**src/rtl/cell_dispatcher.sv**
```systemverilog
`default_nettype none
// ============================================================================
// Module   : cell_dispatcher
// Brief    : Command front end for CellProcessor. Issues operations, tracks them
//            through the fixed-latency pipeline, buffers results in an in-order
//            FIFO and supports a flush handshake.
//            Optional statistics counters: define CELL_DISPATCH_STATS_EN.
// Revision : 1.0 - initial release
// ============================================================================
module cell_dispatcher #(
    parameter int CELL_W   = 24,
    parameter int USER_W   = 8,
    parameter int OPC_W    = 4,
    parameter int PROC_LAT = 1,
    parameter int DEPTH    = 8
) (
    input  logic              clk,
    input  logic              rst,
    input  logic              cmd_valid,
    output logic              cmd_ready,
    input  logic [CELL_W-1:0] cmd_cellA,
    input  logic [CELL_W-1:0] cmd_cellB,
    input  logic [USER_W-1:0] cmd_user,
    input  logic [OPC_W-1:0]  cmd_opcode,
    output logic [CELL_W-1:0] proc_cellA,
    output logic [CELL_W-1:0] proc_cellB,
    output logic [USER_W-1:0] proc_user,
    output logic [OPC_W-1:0]  proc_opcode,
    input  logic [CELL_W-1:0] proc_result,
    output logic              res_valid,
    input  logic              res_ready,
    output logic [CELL_W-1:0] res_cell,
    input  logic              flush_req,
    output logic              flush_done,
`ifdef CELL_DISPATCH_STATS_EN
    output logic [31:0]       stat_issued,
    output logic [31:0]       stat_completed,
`endif
    output logic              busy
);

    localparam int PTR_W = $clog2(DEPTH);
    // Wide enough for inflight + fifo_cnt without overflow.
    localparam int CNT_W = $clog2(DEPTH + PROC_LAT + 2);
    localparam logic [CNT_W-1:0] C_DEPTH = CNT_W'(DEPTH);

    typedef enum logic [1:0] {
        RUN   = 2'd0,
        DRAIN = 2'd1,
        DONE  = 2'd2
    } state_t;

    state_t            state_q, state_d;
    logic [PROC_LAT:0] trk_q, trk_d;
    logic [CNT_W-1:0]  cnt_q, cnt_d;
    logic [CNT_W-1:0]  infl_d;
    logic [PTR_W-1:0]  wr_ptr_q, rd_ptr_q;
    logic [CELL_W-1:0] mem_q [DEPTH];

    logic              cmd_ready_q;
    logic              res_valid_q;
    logic              flush_done_q;
    logic              busy_q;
    logic [CELL_W-1:0] proc_cellA_q;
    logic [CELL_W-1:0] proc_cellB_q;
    logic [USER_W-1:0] proc_user_q;
    logic [OPC_W-1:0]  proc_opcode_q;

    logic w_accept;
    logic w_pop;
    logic w_push;
    logic w_full;
    logic w_wr;

    assign w_accept = cmd_valid && cmd_ready_q;
    assign w_pop    = res_valid_q && res_ready;
    assign w_push   = trk_q[PROC_LAT];
    assign w_full   = (cnt_q == C_DEPTH);
    assign w_wr     = w_push && !w_full;

    always_comb begin
        trk_d   = {trk_q[PROC_LAT-1:0], w_accept};
        infl_d  = '0;
        for (int i = 0; i <= PROC_LAT; i++) begin
            infl_d = infl_d + CNT_W'(trk_d[i]);
        end
        cnt_d   = cnt_q + CNT_W'(w_wr) - CNT_W'(w_pop);
        state_d = state_q;
        case (state_q)
            RUN:     if (flush_req) state_d = DRAIN;
            // Looking at next-cycle counts lets DONE follow the final pop directly.
            DRAIN:   if (infl_d == '0 && cnt_d == '0) state_d = DONE;
            DONE:    state_d = flush_req ? DRAIN : RUN;
            default: state_d = RUN;
        endcase
    end

    // Handshake/status outputs are registered from next-state values so they
    // carry no combinational path from any input.
    always_ff @(posedge clk) begin
        if (rst) begin
            state_q       <= RUN;
            trk_q         <= '0;
            cnt_q         <= '0;
            wr_ptr_q      <= '0;
            rd_ptr_q      <= '0;
            cmd_ready_q   <= 1'b1;
            res_valid_q   <= 1'b0;
            flush_done_q  <= 1'b0;
            busy_q        <= 1'b0;
            proc_cellA_q  <= '0;
            proc_cellB_q  <= '0;
            proc_user_q   <= '0;
            proc_opcode_q <= '0;
        end else begin
            state_q      <= state_d;
            trk_q        <= trk_d;
            cnt_q        <= cnt_d;
            cmd_ready_q  <= (state_d == RUN) && ((infl_d + cnt_d) < C_DEPTH);
            res_valid_q  <= (cnt_d != '0);
            flush_done_q <= (state_d == DONE);
            busy_q       <= (infl_d != '0) || (cnt_d != '0);
            if (w_wr) begin
                wr_ptr_q <= wr_ptr_q + PTR_W'(1);
            end
            if (w_pop) begin
                rd_ptr_q <= rd_ptr_q + PTR_W'(1);
            end
            if (w_accept) begin
                proc_cellA_q  <= cmd_cellA;
                proc_cellB_q  <= cmd_cellB;
                proc_user_q   <= cmd_user;
                proc_opcode_q <= cmd_opcode;
            end
        end
    end

    always_ff @(posedge clk) begin
        if (w_wr) begin
            mem_q[wr_ptr_q] <= proc_result;
        end
    end

    a_no_overflow: assert property (@(posedge clk) disable iff (rst) !(w_push && w_full));

`ifdef CELL_DISPATCH_STATS_EN
    logic [31:0] stat_issued_q;
    logic [31:0] stat_completed_q;

    always_ff @(posedge clk) begin
        if (rst) begin
            stat_issued_q    <= '0;
            stat_completed_q <= '0;
        end else begin
            if (w_accept && (stat_issued_q != 32'hFFFF_FFFF)) begin
                stat_issued_q <= stat_issued_q + 32'd1;
            end
            if (w_pop && (stat_completed_q != 32'hFFFF_FFFF)) begin
                stat_completed_q <= stat_completed_q + 32'd1;
            end
        end
    end

    assign stat_issued    = stat_issued_q;
    assign stat_completed = stat_completed_q;
`endif

    assign cmd_ready   = cmd_ready_q;
    assign res_valid   = res_valid_q;
    assign res_cell    = mem_q[rd_ptr_q];
    assign flush_done  = flush_done_q;
    assign busy        = busy_q;
    assign proc_cellA  = proc_cellA_q;
    assign proc_cellB  = proc_cellB_q;
    assign proc_user   = proc_user_q;
    assign proc_opcode = proc_opcode_q;

endmodule
`default_nettype wire

```
**config.mk**
```make
export PLATFORM = sky130hd
export DESIGN_NAME = cell_dispatcher
export DESIGN_NICKNAME = d
export VERILOG_FILES = /design/src/rtl/cell_dispatcher.sv
export SDC_FILE = /design/constraint.sdc
export NUM_CORES = 1
export LEC_CHECK = 0
export BUFFER_PORTS_ARGS = -buffer_cell sky130_fd_sc_hd__buf_4
export CORE_MARGIN = 8
export CORE_UTILIZATION = 45
export DETAILED_ROUTE_END_ITERATION = 12
export PLACE_DENSITY = 0.72
export SYNTH_ARGS = -nofsm -noshare
export SYNTH_HDL_FRONTEND = slang
export SYNTH_SLANG_ARGS = --single-unit
```
**constraint.sdc**
```tcl
create_clock -name clk -period 3.9 [get_ports clk]
set_input_delay 0.585 -clock clk [delete_from_list [all_inputs] [get_ports clk]]
set_output_delay 0.585 -clock clk [all_outputs]
set_load 0.005 [all_outputs]
```
==> reports/results.tsv, run 1 <==
stage	metric	value	unit
power_and_ir_drop	power density over the cells	588	nW/µm²
logic_synthesis	post-synth cell types	33	
power_and_ir_drop	relative contribution of sequential cells to total power	44.8	%
layout	Total Nets Final	923	
sta	count of final hold-check violations	0	
logic_synthesis	library cell with the largest summed area after synthesis	sky130_fd_sc_hd__edfxtp_1	
logic_synthesis	area share of xor/xnor cells in the synthesized design	0.648	%
logic_synthesis	mean area per synthesized cell	16.1	µm²
logic_synthesis	basic-gate share of the synthesized area counting and, or, nand and nor cells	6.01	%
sta	post-route clock skew	0.00984	ns
clock_tree	count of hold-fix buffers inserted at cts	0	
logic_synthesis	largest family of logic cells by synthesized area	multiplexers	
clock_tree	setup bufs post-CTS	0	
sta	post-layout min period	3.05	ns
logic_synthesis	number of enable-type register cells in the synthesized netlist	192	
placed_design	Placed Cells	1079	
layout	final-layout fill cell count	1728	
layout	sequential standard cell area	7390	µm²
drt	remaining number of nets flagged by the antenna check after routing	0	
die	Die ar.	27800	µm²
layout	count of placed standard cells in the final layout, fillers left out	1128	
placed_design	count of input and output buffers	176	
sta	setup violators final	0	
layout	area added between synthesis and finish	26.0	%
setup_path	Slowest cell on crit path	sky130_fd_sc_hd__dfxtp_4	
drt	routed via count divided by cell count	5.14	
logic_synthesis	instance count of the mapped netlist	638	
global_route	number of antenna violations at the first check in global routing	0	
hold_path	kind of path behind the tightest hold check	input port to flip-flop	
flow_run	maximum capacitance violations	0	
sta	maximum achievable frequency	327	MHz
setup_path	cells along the critical path	buf_12 -> mux4_2 -> mux2_4 -> buf_4	
clock_tree	Num Clock Sinks	273	
drt	Residual DRC	0	
logic_synthesis	synthesized-area fraction occupied by ao, oa, aoi and oai cells	3.75	%
placed_design	gp weighted congestion	0.738	
die	row count	55	
power_and_ir_drop	clock power share	37.5	%
die	die height	167	µm
logic_synthesis	primary flip-flop cell chosen by synthesis mapping	sky130_fd_sc_hd__edfxtp_1	
clock_tree	Clk Latency, worst-skew pair	0.52	ns
placed_design	Cell Area, Placed	11900	µm²
drt	first-iteration detailed-routing DRC count	253	
setup_path	required time worst endpoint	3.31	ns
logic_synthesis	area share of the largest cell type after synthesis	56.3	%
setup_path	class of the most critical setup path	flip-flop to output port	
setup_path	critical path arrival	2.47	ns
setup_path	delay of the slowest cell on the worst path	0.68	ns
global_route	total track usage	15.1	%
power_and_ir_drop	switching part of the total power	23.7	%
drt	per-cell routed wire length	18.9	µm
clock_tree	CTS buffer count	27	
sta	tightest slew margin relative to the limit	41.4	%
die	floorplan core area	22500	µm²
sta	actual slew at the worst max-slew pin	0.878	ns
power_and_ir_drop	Worst VDD drop	336	µV
sta	period utilisation layout	78.3	%
setup_path	largest fanout on the critical path	25	
drt	wire length reported by the detailed router	21300	µm
setup_path	r2r setup slk	0.85	ns
layout	final standard cell area without fillers	12900	µm²
sta	unrepaired setup endpoints after global routing	no	
run_status	result of the run	finished clean	
clock_tree	CTS tree	done	
clock_tree	maximum buffer depth of the clock tree	3	
power_and_ir_drop	cell internal power dissipation	5.80	mW
layout	ratio of cells with drive above 1 in the final layout	37.4	%
clock_tree	number of gates resized after cts	0	
global_route	vias in the first global route	6288	
logic_synthesis	most frequent cell after synthesis	sky130_fd_sc_hd__edfxtp_1	
logic_synthesis	most common library cells after synthesis	192 x sky130_fd_sc_hd__edfxtp_1, 127 x sky130_fd_sc_hd__nand2_1, 81 x sky130_fd_sc_hd__dfxtp_1	
layout	multi-input gate area in the final layout	2660	µm²
logic_synthesis	mux contribution to synthesized area	13.9	%
sta	final-report max-slew violation count	0	
setup_path	endpoint kind of the worst setup timing path	output port	
sta	final setup TNS	0	ns
layout	number of antenna diodes	0	
placed_design	HPWL after detailed placement	13300	µm
setup_path	launching point of the worst reg2reg path	cnt_q[2]	
power_and_ir_drop	final total power	7.59	mW
drt	vias post-DR	5795	
logic_synthesis	Warnings, synthesis	0	
clock_tree	clock root buffer	sky130_fd_sc_hd__clkbuf_16	
logic_synthesis	synthesized flop and latch total	273	
global_route	pin count of the biggest net entering global routing	78	
logic_synthesis	Post-Syn Area	10200	µm²
drt	DR pass1 iterations	4	
clock_tree	clock-pin slew of the registers on the worst-case setup and hold paths	0.06	ns
power_and_ir_drop	Sw Pwr	1.80	mW
logic_synthesis	sequential-to-total area share from yosys stat	72.1	%
logic_synthesis	largest cells by area after synthesis	sky130_fd_sc_hd__edfxtp_1 56%, sky130_fd_sc_hd__dfxtp_1 16%, sky130_fd_sc_hd__mux4_2 11%, sky130_fd_sc_hd__nand2_1 4.7%, sky130_fd_sc_hd__a21oi_1 3.1%	
die	die width	167	µm
global_route	first-pass GRT wire length	33500	µm
logic_synthesis	Synth async-reset ratio	0	%
setup_path	CP endpoint	res_cell[11]	
clock_tree	level count of the clock H-tree	1	
layout	final core area utilization	57.4	%
setup_path	number of cells on the worst reg-to-reg path	12	
die	number of top-level pins	177	
setup_path	endpoint of the most critical register-to-register path	flush_done	
die	initial core utilization	45.5	%
logic_synthesis	adder-cell area share of the yosys netlist	1.42	%
power_and_ir_drop	Gate power share	17.8	%
global_route	final global-route overflow total	0	
power_and_ir_drop	Leakage Power	4.70	nW
logic_synthesis	number of nets produced by synthesis	738	
setup_path	startpoint types	flip-flop	
==> power by group through the flow <==
stage / clock network (mW) / registers (mW) / logic (mW)
2_1_floorplan: 0 / 3.40 / 0.891
3_3_place_gp: 0 / 3.46 / 1.35
3_5_place_dp: 0 / 3.46 / 1.37
4_1_cts: 2.91 / 3.40 / 1.38
5_1_grt: 3.00 / 3.43 / 1.50
6_report: 2.84 / 3.40 / 1.35
==> per-stage QoR <==
stage | worst slack (ns) | hold slack [ns]
floorplan | 0.768 | 0.441
global placement | 0.953 | 0.442
detailed placement | 0.857 | 0.447
CTS | 0.759 | 0.275
global route | 0.555 | 0.278
finish | 0.846 | 0.297
==> registers in the layout, indices dropped and copies added, names as in the netlist, named ones only <==
name and flops:
proc_user 8, busy 1, proc_cellA 24, proc_opcode 4
cnt_q 4, flush_done 1, res_valid 1, wr_ptr_q 3
cmd_ready 1, trk_q 2, state_q 2, proc_cellB 24
mem_q 192, rd_ptr_q 3
==> cell usage in the layout (no fill, tap or decap), types with 3 or more instances in the layout <==
cell,Yosys,routed
sky130_fd_sc_hd__edfxtp_1,192,192
sky130_fd_sc_hd__buf_4,0,187
sky130_fd_sc_hd__nand2_1,127,126
sky130_fd_sc_hd__dfxtp_1,81,79
sky130_fd_sc_hd__a21oi_1,64,64
sky130_fd_sc_hd__mux4_2,48,48
sky130_fd_sc_hd__clkbuf_16,0,27
sky130_fd_sc_hd__mux2_4,16,16
sky130_fd_sc_hd__nor2_1,18,12
sky130_fd_sc_hd__inv_1,10,10
sky130_fd_sc_hd__ha_1,10,10
sky130_fd_sc_hd__mux2_2,8,8
sky130_fd_sc_hd__bufinv_16,0,8
sky130_fd_sc_hd__clkinv_1,2,7
sky130_fd_sc_hd__nor2_2,0,6
sky130_fd_sc_hd__xor2_1,5,5
sky130_fd_sc_hd__nand2b_1,3,3
sky130_fd_sc_hd__clkbuf_1,23,3
sky130_fd_sc_hd__clkinvlp_4,0,3
sky130_fd_sc_hd__buf_12,2,3
==> metal layers <==
layer  routed length [µm]  GRT usage (%)
met1                 8380           17.7
met2                 9990           24.4
met3                 2540           7.49
met4                  376           3.80
met5                    0              0
==> area by class of cell <==
cell class | instances | share of cell area [%]
inverters | 12 | 0.349
well taps | 285 | 2.76
clock inverters | 19 | 2.36
repair buffers | 190 | 11.3
clock buffers | 30 | 5.32
multi-input cells | 319 | 20.6
flip-flops and latches | 273 | 57.3
==> cell families after synthesis <==
kind of cell / after synthesis
simple gates: 156
mux: 73
fa+ha+maj: 11
xor+xnor: 6
compound gates: 73
buf+inv: 46
flops: 273
==> worst min-delay path by stage <==
stage,from,to,cells past startpoint
detailed placement,proc_opcode[0],proc_opcode[0],2
finish,proc_result[12],mem_q[1][12],1
global route,proc_result[17],mem_q[6][17],1
global placement,proc_cellB[9],proc_cellB[9],2
floorplan,trk_q[0],trk_q[1],2
CTS,proc_result[12],mem_q[1][12],1
==> worst max-delay path, delay by kind of cell, from the launching register on <==
kind | cells | cell delay [ns]
flops | 1 | 0.68
mux | 2 | 0.83
buf+inv | 2 | 0.43
No activity file was read; power rests on OpenSTA's default activity.
==> inputs of run 2 (changes only) <==
==> constraint.sdc (replaced) <==
create_clock -name clk -period 2.9 [get_ports clk]
set_input_delay 0.435 -clock clk [delete_from_list [all_inputs] [get_ports clk]]
set_output_delay 0.435 -clock clk [all_outputs]
set_load 0.005 [all_outputs]
==> run 2 against run 1 <==
Net effect: non-clock buffer count up 8; clock power up 18%; clock skew up 0.0062 ns; critical path depth up 11; die area unchanged; power up 29%; via count up 0.16%; first-iteration DRC count up 12%; utilization down 0.26 points.
==> reports/results.tsv, run 2 (synthesis gave the netlist of run 1 again) <==
stage	metric	value	unit	change
global_route	pin count of the biggest net entering global routing	61		-22%
layout	final standard cell area without fillers	12800	µm²	-0.46%
drt	remaining number of nets flagged by the antenna check after routing	0		unchanged
setup_path	Slowest cell on crit path	sky130_fd_sc_hd__fa_1		
sta	maximum achievable frequency	369	MHz	
clock_tree	count of hold-fix buffers inserted at cts	0		unchanged
die	Die ar.	27800	µm²	unchanged
layout	final-layout fill cell count	1750		+1.3%
setup_path	largest fanout on the critical path	3		-88%
setup_path	required time worst endpoint	3.30	ns	about the same
placed_design	gp weighted congestion	0.742		+0.58%
clock_tree	clock-pin slew of the registers on the worst-case setup and hold paths	0.06	ns	about the same
clock_tree	maximum buffer depth of the clock tree	3		unchanged
global_route	vias in the first global route	6373		+1.4%
drt	vias post-DR	5804		+0.16%
layout	leading cell type in the layout, fill and taps excluded	sky130_fd_sc_hd__buf_4		
power_and_ir_drop	final total power	9.80	mW	+29%
power_and_ir_drop	Leakage Power	4.66	nW	-0.67%
clock_tree	CTS buffer count	28		+3.7%
layout	commonest cells after routing, fill and taps aside	196 x sky130_fd_sc_hd__buf_4, 192 x sky130_fd_sc_hd__edfxtp_1, 126 x sky130_fd_sc_hd__nand2_1, 79 x sky130_fd_sc_hd__dfxtp_1, 64 x sky130_fd_sc_hd__a21oi_1		
drt	per-cell routed wire length	19.2	µm	+2.0%
clock_tree	clock root buffer	sky130_fd_sc_hd__clkbuf_16		
sta	final-report max-slew violation count	0		unchanged
placed_design	HPWL after detailed placement	13900	µm	+4.8%
clock_tree	CTS tree	done		
global_route	first-pass GRT wire length	34400	µm	+2.6%
power_and_ir_drop	power density over the cells	763	nW/µm²	+30%
sta	post-layout worst setup margin	0.186	ns	-0.659 ns
layout	number of antenna diodes	0		unchanged
global_route	number of antenna violations at the first check in global routing	0		unchanged
sta	final setup TNS	0	ns	unchanged
drt	DR pass1 iterations	5		+1
die	number of top-level pins	177		unchanged
clock_tree	setup bufs post-CTS	0		unchanged
die	die width	167	µm	unchanged
sta	actual slew at the worst max-slew pin	0.599	ns	-0.279 ns
placed_design	setup slack after placement	0.00395	ns	-0.853 ns
sta	tightest slew margin relative to the limit	60.1	%	+19 points
placed_design	count of input and output buffers	176		unchanged
global_route	final global-route overflow total	0		unchanged
die	initial core utilization	45.5	%	unchanged
setup_path	endpoint kind of the worst setup timing path	flip-flop		
die	floorplan core area	22500	µm²	unchanged
sta	unrepaired setup endpoints after global routing	no		
setup_path	delay of the slowest cell on the worst path	0.50	ns	-0.18 ns
placed_design	Cell Area, Placed	12000	µm²	+0.50%
die	row count	55		unchanged
clock_tree	Num Clock Sinks	273		unchanged
layout	largest register by flop count	mem_q		
layout	Total Nets Final	932		+0.98%
drt	routed via count divided by cell count	5.11		-0.46%
power_and_ir_drop	Worst VDD drop	492	µV	+46%
setup_path	startpoint types	flip-flop		
global_route	total track usage	15.5	%	+0.36 points
sta	period utilisation layout	93.6	%	
setup_path	class of the most critical setup path	flip-flop to flip-flop		
flow_run	maximum capacitance violations	0		unchanged
sta	setup violators final	0		unchanged
layout	number of flip-flops in the largest register	192		unchanged
drt	wire length reported by the detailed router	21800	µm	+2.6%
layout	area added between synthesis and finish	25.5	%	
hold_path	kind of path behind the tightest hold check	input port to flip-flop		
sta	post-route clock skew	0.0160	ns	+0.00616 ns
drt	Residual DRC	0		unchanged
setup_path	cells along the critical path	inv_1 -> ha_1 -> inv_2 -> o31ai_4 -> ha_1 -> inv_1 -> ha_2 -> inv_1 -> fa_1 -> inv_1 -> ha_1 -> a31oi_1 -> nor2_1 -> xnor3_1 -> o21ai_1		
clock_tree	Clk Latency, worst-skew pair	0.53	ns	about the same
layout	ratio of cells with drive above 1 in the final layout	37.5	%	+0.16 points
run_status	result of the run	finished clean		
drt	first-iteration detailed-routing DRC count	284		+12%
die	die height	167	µm	unchanged
clock_tree	level count of the clock H-tree	1		unchanged
sta	count of final hold-check violations	0		unchanged
sta	post-layout min period	2.71	ns	
placed_design	Placed Cells	1087		+0.74%
layout	count of placed standard cells in the final layout, fillers left out	1135		+0.62%
setup_path	critical path arrival	3.11	ns	+0.64 ns
setup_path	most frequent cell on the critical path	sky130_fd_sc_hd__inv_1		
run 2: changes by cell type in the layout (fill, tap and decap cells not counted), sizes merged:
| cell | before | now |
|---|---|---|
| clkbuf | 30 | 37 |
| bufinv | 8 | 2 |
| clkinvlp | 3 | 1 |
| buf | 190 | 198 |
run 2: final cells by class:
type                            instances  area (µm²)  share of cell area (%)
Sequential cell                       273        7390                    57.5
Clock buffer                           37         756                    5.88
Timing Repair Buffer                  198        1510                    11.8
Tap cell                              285         357                    2.78
Clock inverter                         11         100                   0.779
Inverter                               12        45.0                   0.351
Multi-Input combinational cell        319        2690                    20.9
run 2: per-stage QoR:
step / hold slack (ns) / util, %
floorplan: 0.441 / -
global placement: 0.442 / 53.2
detailed placement: 0.447 / 53.2
CTS: 0.124 / 57.1
global route: 0.127 / 57.1
finish: 0.142 / 57.1
run 2: path summary, 6_finish.rpt:
| path | from | end | slack (ns) | depth (start not counted) |
|---|---|---|---|---|
| worst min register to register | proc_cellA[18] | proc_cellA[18] | 0.45 | 2 |
| worst max-delay path | cnt_q[2] | cmd_ready | 0.19 | 15 |
| worst min-delay path | proc_result[14] | mem_q[1][14] | 0.14 | 1 |
| worst max register to register | cnt_q[2] | cmd_ready | 0.19 | 15 |
run 2: critical path: cells and delay by family (launching register included):
kind | cells | cell delay (ns)
DFF | 1 | 0.30
adders and majority gates | 5 | 1.37
buffers and inverters | 5 | 0.31
and+or+nand+nor | 1 | 0.06
xor gates and xnor gates | 1 | 0.20
AOI/OAI and AO/OA | 3 | 0.36
run 2: power breakdown:
group	internal [mW]	switching (mW)	total, mW
Clock	1.99	1.35	3.34
Sequential	4.39	0.137	4.53
Combinational	1.04	0.895	1.93
Total	7.41	2.39	9.80
run 2: what timing repair did:
action / CTS / global route
resized for setup: 1 / 4
pin swaps: 0 / 1
endpoints found under the setup margin: 1 / 1
run 2: per-layer routing:
metal,part of all wire [%],vias to the layer above,GRT usage (%)
met5,0,-,0
met4,1.6,0,4.11
met3,12,29,6.88
met2,46,237,25.3
met1,41,2782,18.3
li1,-,2756,-
